**config.mk**
```make
export PLATFORM = sky130hd
export DESIGN_NAME = ram_port_arbiter
export DESIGN_NICKNAME = d
export VERILOG_FILES = /design/src/rtl/ram_port_arbiter_pkg.sv /design/src/rtl/ram_port_arbiter_rd_tag_pipe.sv /design/src/rtl/ram_port_arbiter.sv
export SDC_FILE = /design/constraint.sdc
export NUM_CORES = 2
export LEC_CHECK = 0
export BUFFER_PORTS_ARGS = -buffer_cell sky130_fd_sc_hd__buf_4
export CORE_AREA = 10 10 645 647
export DETAILED_ROUTE_END_ITERATION = 16
export DIE_AREA = 0 0 655 657
export PLACE_DENSITY = 0.3
export SETUP_SLACK_MARGIN = 0.4
export SLEW_MARGIN = 20
export SYNTH_ARGS = -nofsm -noshare
export SYNTH_HDL_FRONTEND = slang
export SYNTH_HIERARCHICAL = 1
export SYNTH_SLANG_ARGS = --single-unit
export TNS_END_PERCENT = 10
```
**constraint.sdc**
```tcl
create_clock -name clk -period 38.6 [get_ports clk]
set_clock_uncertainty 0.05 [all_clocks]
set_input_delay 0 -clock clk [delete_from_list [all_inputs] [get_ports clk]]
set_output_delay 0 -clock clk [all_outputs]
set_load 0.02 [all_outputs]
```
**src/rtl/ram_port_arbiter_pkg.sv**
```systemverilog
// ram_arb_pkg: shared types and default constants for the RAM port arbiter.
// Contents:
//   arbState_t   - arbitration FSM state (IDLE: no owner, LOCKED: owner held)
//   master_id_t  - one-bit requester index (0 = load/store unit, 1 = host loader)
//   rdEntry_t    - read-return tag carried alongside the RAM read latency
//   DEF_*        - default parameter values for the arbiter
package ram_arb_pkg;

  localparam int DEF_ADDR_W    = 14;
  localparam int DEF_DATA_W    = 256;
  localparam int DEF_BE_W      = DEF_DATA_W / 8;
  localparam int DEF_RD_LAT    = 2;
  localparam int DEF_MAX_BURST = 4;

  typedef enum logic {
    IDLE   = 1'b0,
    LOCKED = 1'b1
  } arbState_t;

  typedef logic master_id_t;

  typedef struct packed {
    logic       valid;
    master_id_t id;
  } rdEntry_t;

endpackage

```
**src/rtl/ram_port_arbiter_rd_tag_pipe.sv**
```systemverilog
// rd_tag_pipe: fixed-depth shift register of read-return tags.
// Each accepted read enters at the head; the entry leaving the tail lines up
// with the cycle the RAM presents the data for that read.
// Ports:
//   clk, reset  - clock and asynchronous active-high reset (clears every stage)
//   inEntry     - tag for the beat granted this cycle
//   outEntry    - tag whose read data is on the RAM read bus this cycle
module rd_tag_pipe
  import ram_arb_pkg::*;
#(
  parameter int DEPTH = DEF_RD_LAT + 1
) (
  input  logic     clk,
  input  logic     reset,
  input  rdEntry_t inEntry,
  output rdEntry_t outEntry
);

  rdEntry_t stages [DEPTH];

  // Clearing every stage on reset drops in-flight reads so no stale rvalid
  // can surface once reset is released.
  always_ff @(posedge clk or posedge reset) begin
    if (reset) begin
      for (int i = 0; i < DEPTH; i++) begin
        stages[i] <= '0;
      end
    end else begin
      stages[0] <= inEntry;
      for (int i = 1; i < DEPTH; i++) begin
        stages[i] <= stages[i-1];
      end
    end
  end

  assign outEntry = stages[DEPTH-1];

endmodule

```
**src/rtl/ram_port_arbiter.sv**
```systemverilog
// ram_port_arbiter: shares the single data RAM port between master 0 (vector
// load/store unit) and master 1 (host/debug loader). Round-robin arbitration
// with an optional short lock for bursts, a registered RAM-port stage, and
// routing of read data back to the issuing master after the RAM latency.
// Ports:
//   clk, reset                 - clock, asynchronous active-high reset
//   mN_req/wr/lock/addr/be/wdata - master N request beat
//   mN_gnt                     - beat accepted this cycle (combinational)
//   mN_rvalid, mN_rdata        - read return for master N
//   readData_RAM               - RAM read data
//   address_RAM, byteena_RAM, writeData_RAM, rden_RAM, wren_RAM - RAM port
module ram_port_arbiter
  import ram_arb_pkg::*;
#(
  parameter int ADDR_W    = DEF_ADDR_W,
  parameter int DATA_W    = DEF_DATA_W,
  parameter int BE_W      = DEF_BE_W,
  parameter int RD_LAT    = DEF_RD_LAT,
  parameter int MAX_BURST = DEF_MAX_BURST
) (
  input  logic              clk,
  input  logic              reset,
  input  logic              m0_req,
  input  logic              m0_wr,
  input  logic              m0_lock,
  input  logic [ADDR_W-1:0] m0_addr,
  input  logic [BE_W-1:0]   m0_be,
  input  logic [DATA_W-1:0] m0_wdata,
  output logic              m0_gnt,
  output logic              m0_rvalid,
  output logic [DATA_W-1:0] m0_rdata,
  input  logic              m1_req,
  input  logic              m1_wr,
  input  logic              m1_lock,
  input  logic [ADDR_W-1:0] m1_addr,
  input  logic [BE_W-1:0]   m1_be,
  input  logic [DATA_W-1:0] m1_wdata,
  output logic              m1_gnt,
  output logic              m1_rvalid,
  output logic [DATA_W-1:0] m1_rdata,
  input  logic [DATA_W-1:0] readData_RAM,
  output logic [ADDR_W-1:0] address_RAM,
  output logic [BE_W-1:0]   byteena_RAM,
  output logic [DATA_W-1:0] writeData_RAM,
  output logic              rden_RAM,
  output logic              wren_RAM
);

  localparam int CNT_W = $clog2(MAX_BURST + 1);
  localparam logic [CNT_W-1:0] CNT_MAX = CNT_W'(MAX_BURST);
  localparam logic [CNT_W-1:0] CNT_ONE = CNT_W'(1);

  arbState_t        state, stateNext;
  master_id_t       owner, ownerNext;
  master_id_t       lastWinner, lastWinnerNext;
  logic [CNT_W-1:0] burstCnt, burstCntNext;
  logic             grantValid;
  master_id_t       grantId;
  logic [1:0]       reqVec, lockVec;

  logic              selWr;
  logic [ADDR_W-1:0] selAddr;
  logic [BE_W-1:0]   selBe;
  logic [DATA_W-1:0] selWdata;

  rdEntry_t          pipeIn, pipeOut;
  logic [DATA_W-1:0] heldRdata0, heldRdata1;

  assign reqVec  = {m1_req, m0_req};
  assign lockVec = {m1_lock, m0_lock};

  // Arbitration state register; lastWinner starts at 1 so master 0 wins the
  // first tie after reset.
  always_ff @(posedge clk or posedge reset) begin
    if (reset) begin
      state      <= IDLE;
      owner      <= 1'b0;
      lastWinner <= 1'b1;
      burstCnt   <= '0;
    end else begin
      state      <= stateNext;
      owner      <= ownerNext;
      lastWinner <= lastWinnerNext;
      burstCnt   <= burstCntNext;
    end
  end

  // Grant selection and next state. In LOCKED, the waiting master steals the
  // port once the owner has used MAX_BURST beats; that grant also ends the
  // lock unless the stealing beat itself asks for one.
  always_comb begin
    grantValid     = 1'b0;
    grantId        = owner;
    stateNext      = state;
    ownerNext      = owner;
    lastWinnerNext = lastWinner;
    burstCntNext   = burstCnt;

    if (state == IDLE) begin
      if (m0_req && m1_req) begin
        grantValid = 1'b1;
        grantId    = ~lastWinner;
      end else if (m0_req) begin
        grantValid = 1'b1;
        grantId    = 1'b0;
      end else if (m1_req) begin
        grantValid = 1'b1;
        grantId    = 1'b1;
      end
    end else begin
      if ((burstCnt == CNT_MAX) && reqVec[~owner]) begin
        grantValid = 1'b1;
        grantId    = ~owner;
      end else if (reqVec[owner]) begin
        grantValid = 1'b1;
        grantId    = owner;
      end
    end

    if (grantValid) begin
      lastWinnerNext = grantId;
      if (lockVec[grantId]) begin
        stateNext = LOCKED;
        if ((state == LOCKED) && (grantId == owner)) begin
          // Saturate so a lone locked owner keeps the port until challenged.
          if (burstCnt < CNT_MAX) begin
            burstCntNext = burstCnt + CNT_ONE;
          end
        end else begin
          ownerNext    = grantId;
          burstCntNext = CNT_ONE;
        end
      end else begin
        stateNext    = IDLE;
        burstCntNext = '0;
      end
    end else if (state == LOCKED) begin
      stateNext    = IDLE;
      burstCntNext = '0;
    end
  end

  // Grants are forced low during reset so every output reads 0 immediately.
  assign m0_gnt = !reset && grantValid && (grantId == 1'b0);
  assign m1_gnt = !reset && grantValid && (grantId == 1'b1);

  assign selWr    = grantId ? m1_wr    : m0_wr;
  assign selAddr  = grantId ? m1_addr  : m0_addr;
  assign selBe    = grantId ? m1_be    : m0_be;
  assign selWdata = grantId ? m1_wdata : m0_wdata;

  // Registered RAM-port stage. Address and write data hold between beats;
  // byte enables are only non-zero on a write beat.
  always_ff @(posedge clk or posedge reset) begin
    if (reset) begin
      address_RAM   <= '0;
      byteena_RAM   <= '0;
      writeData_RAM <= '0;
      rden_RAM      <= 1'b0;
      wren_RAM      <= 1'b0;
    end else begin
      rden_RAM    <= grantValid && !selWr;
      wren_RAM    <= grantValid && selWr;
      byteena_RAM <= (grantValid && selWr) ? selBe : '0;
      if (grantValid) begin
        address_RAM <= selAddr;
      end
      if (grantValid && selWr) begin
        writeData_RAM <= selWdata;
      end
    end
  end

  assign pipeIn = '{valid: (grantValid && !selWr), id: grantId};

  rd_tag_pipe #(
    .DEPTH(RD_LAT + 1)
  ) uRdTagPipe (
    .clk     (clk),
    .reset   (reset),
    .inEntry (pipeIn),
    .outEntry(pipeOut)
  );

  assign m0_rvalid = pipeOut.valid && (pipeOut.id == 1'b0);
  assign m1_rvalid = pipeOut.valid && (pipeOut.id == 1'b1);

  // Remember each master's last returned word so its rdata holds while the
  // RAM bus carries the other master's data.
  always_ff @(posedge clk or posedge reset) begin
    if (reset) begin
      heldRdata0 <= '0;
      heldRdata1 <= '0;
    end else begin
      if (m0_rvalid) begin
        heldRdata0 <= readData_RAM;
      end
      if (m1_rvalid) begin
        heldRdata1 <= readData_RAM;
      end
    end
  end

  assign m0_rdata = m0_rvalid ? readData_RAM : heldRdata0;
  assign m1_rdata = m1_rvalid ? readData_RAM : heldRdata1;

endmodule
```
==> impl_metrics.yaml <==
run:
  cap_viol_max_count: 0
setup_path:
  worstPathCellList: "inv_1 > ha_1 > nand2_1 > o221ai_4 > nand2_8 > buf_4 > buf_4 > buf_4 > buf_4 > mux2_2 > dlygate4sd3_1 > mux2_1 > dlygate4sd3_1"
  critical_path.most_common_cell: "buf_4"
  required_ns: 39.25
  worstSetupStartpoint: "burstCnt[1]$_DFFE_PP0P_"
  path_buf_inv: 7
  critical_path.max_stage_delay_ns: 0.88
  reg2reg_setup_slack_ns: 31.65
  timing.critical_path.arrival_ns: 7.60
  critical_path_class: "flip-flop to flip-flop"
  crit_path_start_kind: "flip-flop"
  cp_slowest_cell: "buf_4"
  worstSetupEndpointType: "flip-flop"
  worstReg2RegStart: "burstCnt[1]$_DFFE_PP0P_"
  cell_family_contributing_the_most_delay_on_the_critical_path: "buffers and inverters"
  critical_path_fanout_max: 101
logic_synthesis:
  async_reset_ff_frac: 1.000
  yosys.cell_count.top_type: "nand2_1"
  cell_area_synth_sq_mm: 0.03402
  synthDominantAreaCellType: "dfrtp_1"
  netlist_top_cells_count: "nand2_1 (865), dfrtp_1 (827), mux2_2 (690), clkbuf_1 (102), mux2_1 (78)"
  synth_ff_type: "dfrtp_1"
  synthesis.instances: 2736
  syn_avg_cell_area_sq_um: 12.43
  synth_edf_count: 0
  post_synth_main_area_contributors: "dfrtp_1 (61%), mux2_2 (23%), nand2_1 (9.5%)"
  synth_cell_types: 32
  synth_warnings: 6
  yosysSeqAreaShare: 0.6091
  synth_seq_cells: 828
  postSynthNetCount: 3606
  post-synth-top-area-fraction: 0.6083
place:
  place.port_buffers: 1687
  hpwl_microns: 259700
  finalWeightedCongestion: 0.8865
  postPlaceCellArea_sq_mm: 0.05288
timing:
  fin_crit_sh: 0.1801
  totalNegativeSetupSlack_ns: 0
  worst_hold_slack_after_final_layout_ns: 0.05587
  maxSlewHeadroom: 0.2651
  measured_slew_at_the_worst_slew_check_pin_ns: 1.102
  final-setup-viol-count: 0
  post-route-min-period_ns: 6.953
  timing.final.hold_violations: 0
  rsz0062_at_grt: "false"
  clock.fmax_ghz: 0.1438
  drv_slew: 0
pwr:
  total_power_w: 0.006258
  worst_ir_drop_vdd_mv: 0.05620
  power_density_mw_per_mm2: 86.33
  leakagePower_nw: 32.39
detailed_routing:
  number_of_drc_markers_after_the_initial_detailed_route_iteration: 1532
  finalWirelength_microns: 311500
  initial_drt_pass_iterations: 5
  number_of_drc_violations_after_detailed_routing: 0
  via_count: 35250
  routed_length_per_placed_instance_microns: 27.33
  via_per_inst: 3.092
  ant_nets: 0
global_routing:
  grt_pass1_vias: 38450
  grt_antenna_before_repair: 170
  overall_track_demand_over_capacity_in_global_routing: 0.1385
  overflow: 0
  grt_pass1_wl_microns: 398500
  maximum_number_of_pins_on_one_net_before_global_route_repair: 127
clock_tree:
  clock_latency_ns: 0.83
  cts.sink_count: 828
  cts_setup_buffers: 0
  post_cts_hold_buffer_count: 1548
  post_cts_resize_count: 0
  root_buffer: "clkbuf_16"
  cts-root-to-sink-buffers: 4
  cts_tree: "yes"
  cts_inserted_buffers: 118
  clkSlewWorstSetupHoldPaths_ns: 0.06
  htree_num_levels: 3
layout:
  drive_gt1_frac: 0.4301
  n_fill_cell: 44790
  multi_input_comb_area_sq_mm: 0.01252
  area_delta_synth_final_pct: 113.1
  layout.area.seq_sq_mm: 0.02072
  layout.cell_area.non_filler_sq_mm: 0.07249
  finalNetCount: 6836
die:
  io_pins: 1688
  dieArea_sq_mm: 0.4303
  die_height_microns: 657
  die_width_microns: 655
  row_count: 233
  initial_core_utilization: 0.08456
  design.core.area_sq_mm: 0.4023
status:
  outcome: "finished clean"
worst_hold_path:
  worst_hold_path_type: "input pin to flip-flop"
  hold_path.startpoint: "readData_RAM[23]"
worst reg2reg max path, delay by kind of cell (launching register included):
family | cells | cell delay, ns
buffers and inverters | 7 | 4.60
multiplexers | 2 | 0.73
AND/OR/NAND/NOR | 2 | 0.69
flip-flops | 1 | 0.38
adder cells (fa/ha/maj) | 1 | 0.19
AO/OA/AOI/OAI | 1 | 0.19
per-layer routing:
layer / wire (microns) / global-route usage
met5: 460 / 0
met4: 7900 / 0.02945
met3: 38750 / 0.07872
met2: 153500 / 0.2434
met1: 110900 / 0.1430
flip-flops by register name (all words and copies together) (netlist names):
signal,count
address_RAM,14
burstCnt,3
byteena_RAM,32
heldRdata0,256
heldRdata1,256
lastWinner,1
owner,1
rden_RAM,1
state,1
uRdTagPipe/outEntry,2
uRdTagPipe/stages,4
wren_RAM,1
writeData_RAM,256
cell usage in the layout (no fill, tap or decap), types with 30 or more instances in the layout:
cell type	synthesis	final
diode_2	0	54
mux2_2	690	690
dfrtp_1	827	827
clkbuf_16	0	118
clkbuf_1	102	30
dlygate4sd3_1	0	1548
clkbuf_8	0	37
mux2_1	78	78
a21oi_1	38	38
nand2_1	865	865
buf_4	11	1722
path summary, 6_finish.rpt:
| check | to | cells after the start |
|---|---|---|
| max | writeData_RAM[126]$_DFFE_PP0P_ | 13 |
| min | heldRdata1[23]$_DFF_PP0_ | 3 |
| max reg2reg | writeData_RAM[126]$_DFFE_PP0P_ | 13 |
| min reg2reg | uRdTagPipe/outEntry[1]$_DFF_PP0_ | 0 |
| max in group asynchronous | writeData_RAM[89]$_DFFE_PP0P_ | 7 |
| min in group asynchronous | heldRdata1[80]$_DFF_PP0_ | 3 |
per-stage QoR:
stage                     utilization  setup WS, ns  cells
after floorplan                     -         15.46   2736
after detailed placement       0.1314         32.79   9585
after global routing           0.1800         31.35  11370
after global placement         0.1314         32.81   9585
after CTS                      0.1799         31.68  11340
final                          0.1802         31.65  11400
cells by family after synthesis:
family / count (synthesis) / synth area share
AND/OR/NAND/NOR: 893 / 0.09941
flip-flops: 828 / 0.6091
multiplexers: 770 / 0.2548
buffers and inverters: 175 / 0.02424
AO/OA/AOI/OAI: 68 / 0.01177
adder cells (fa/ha/maj): 2 / 0.0007354
power breakdown:
part	switching (W)	leakage [nW]	internal (W)
clock network	0.000466	1.95	0.000685
registers	0.000181	9.91	0.00130
logic	0.00214	20.5	0.00149
total	0.00278	32.4	0.00347
final cells by class:
type                            count  share of cell area
Antenna cell                       54            0.001864
Clock inverter                     26            0.005592
Clock buffer                      185             0.04931
Inverter                           14            0.001036
Multi-Input combinational cell   1733              0.1727
Tap cell                         5287             0.09125
Sequential cell                   828              0.2858
Timing Repair Buffer             3271              0.3924
Note: power is estimated with default switching activity, not from simulation.
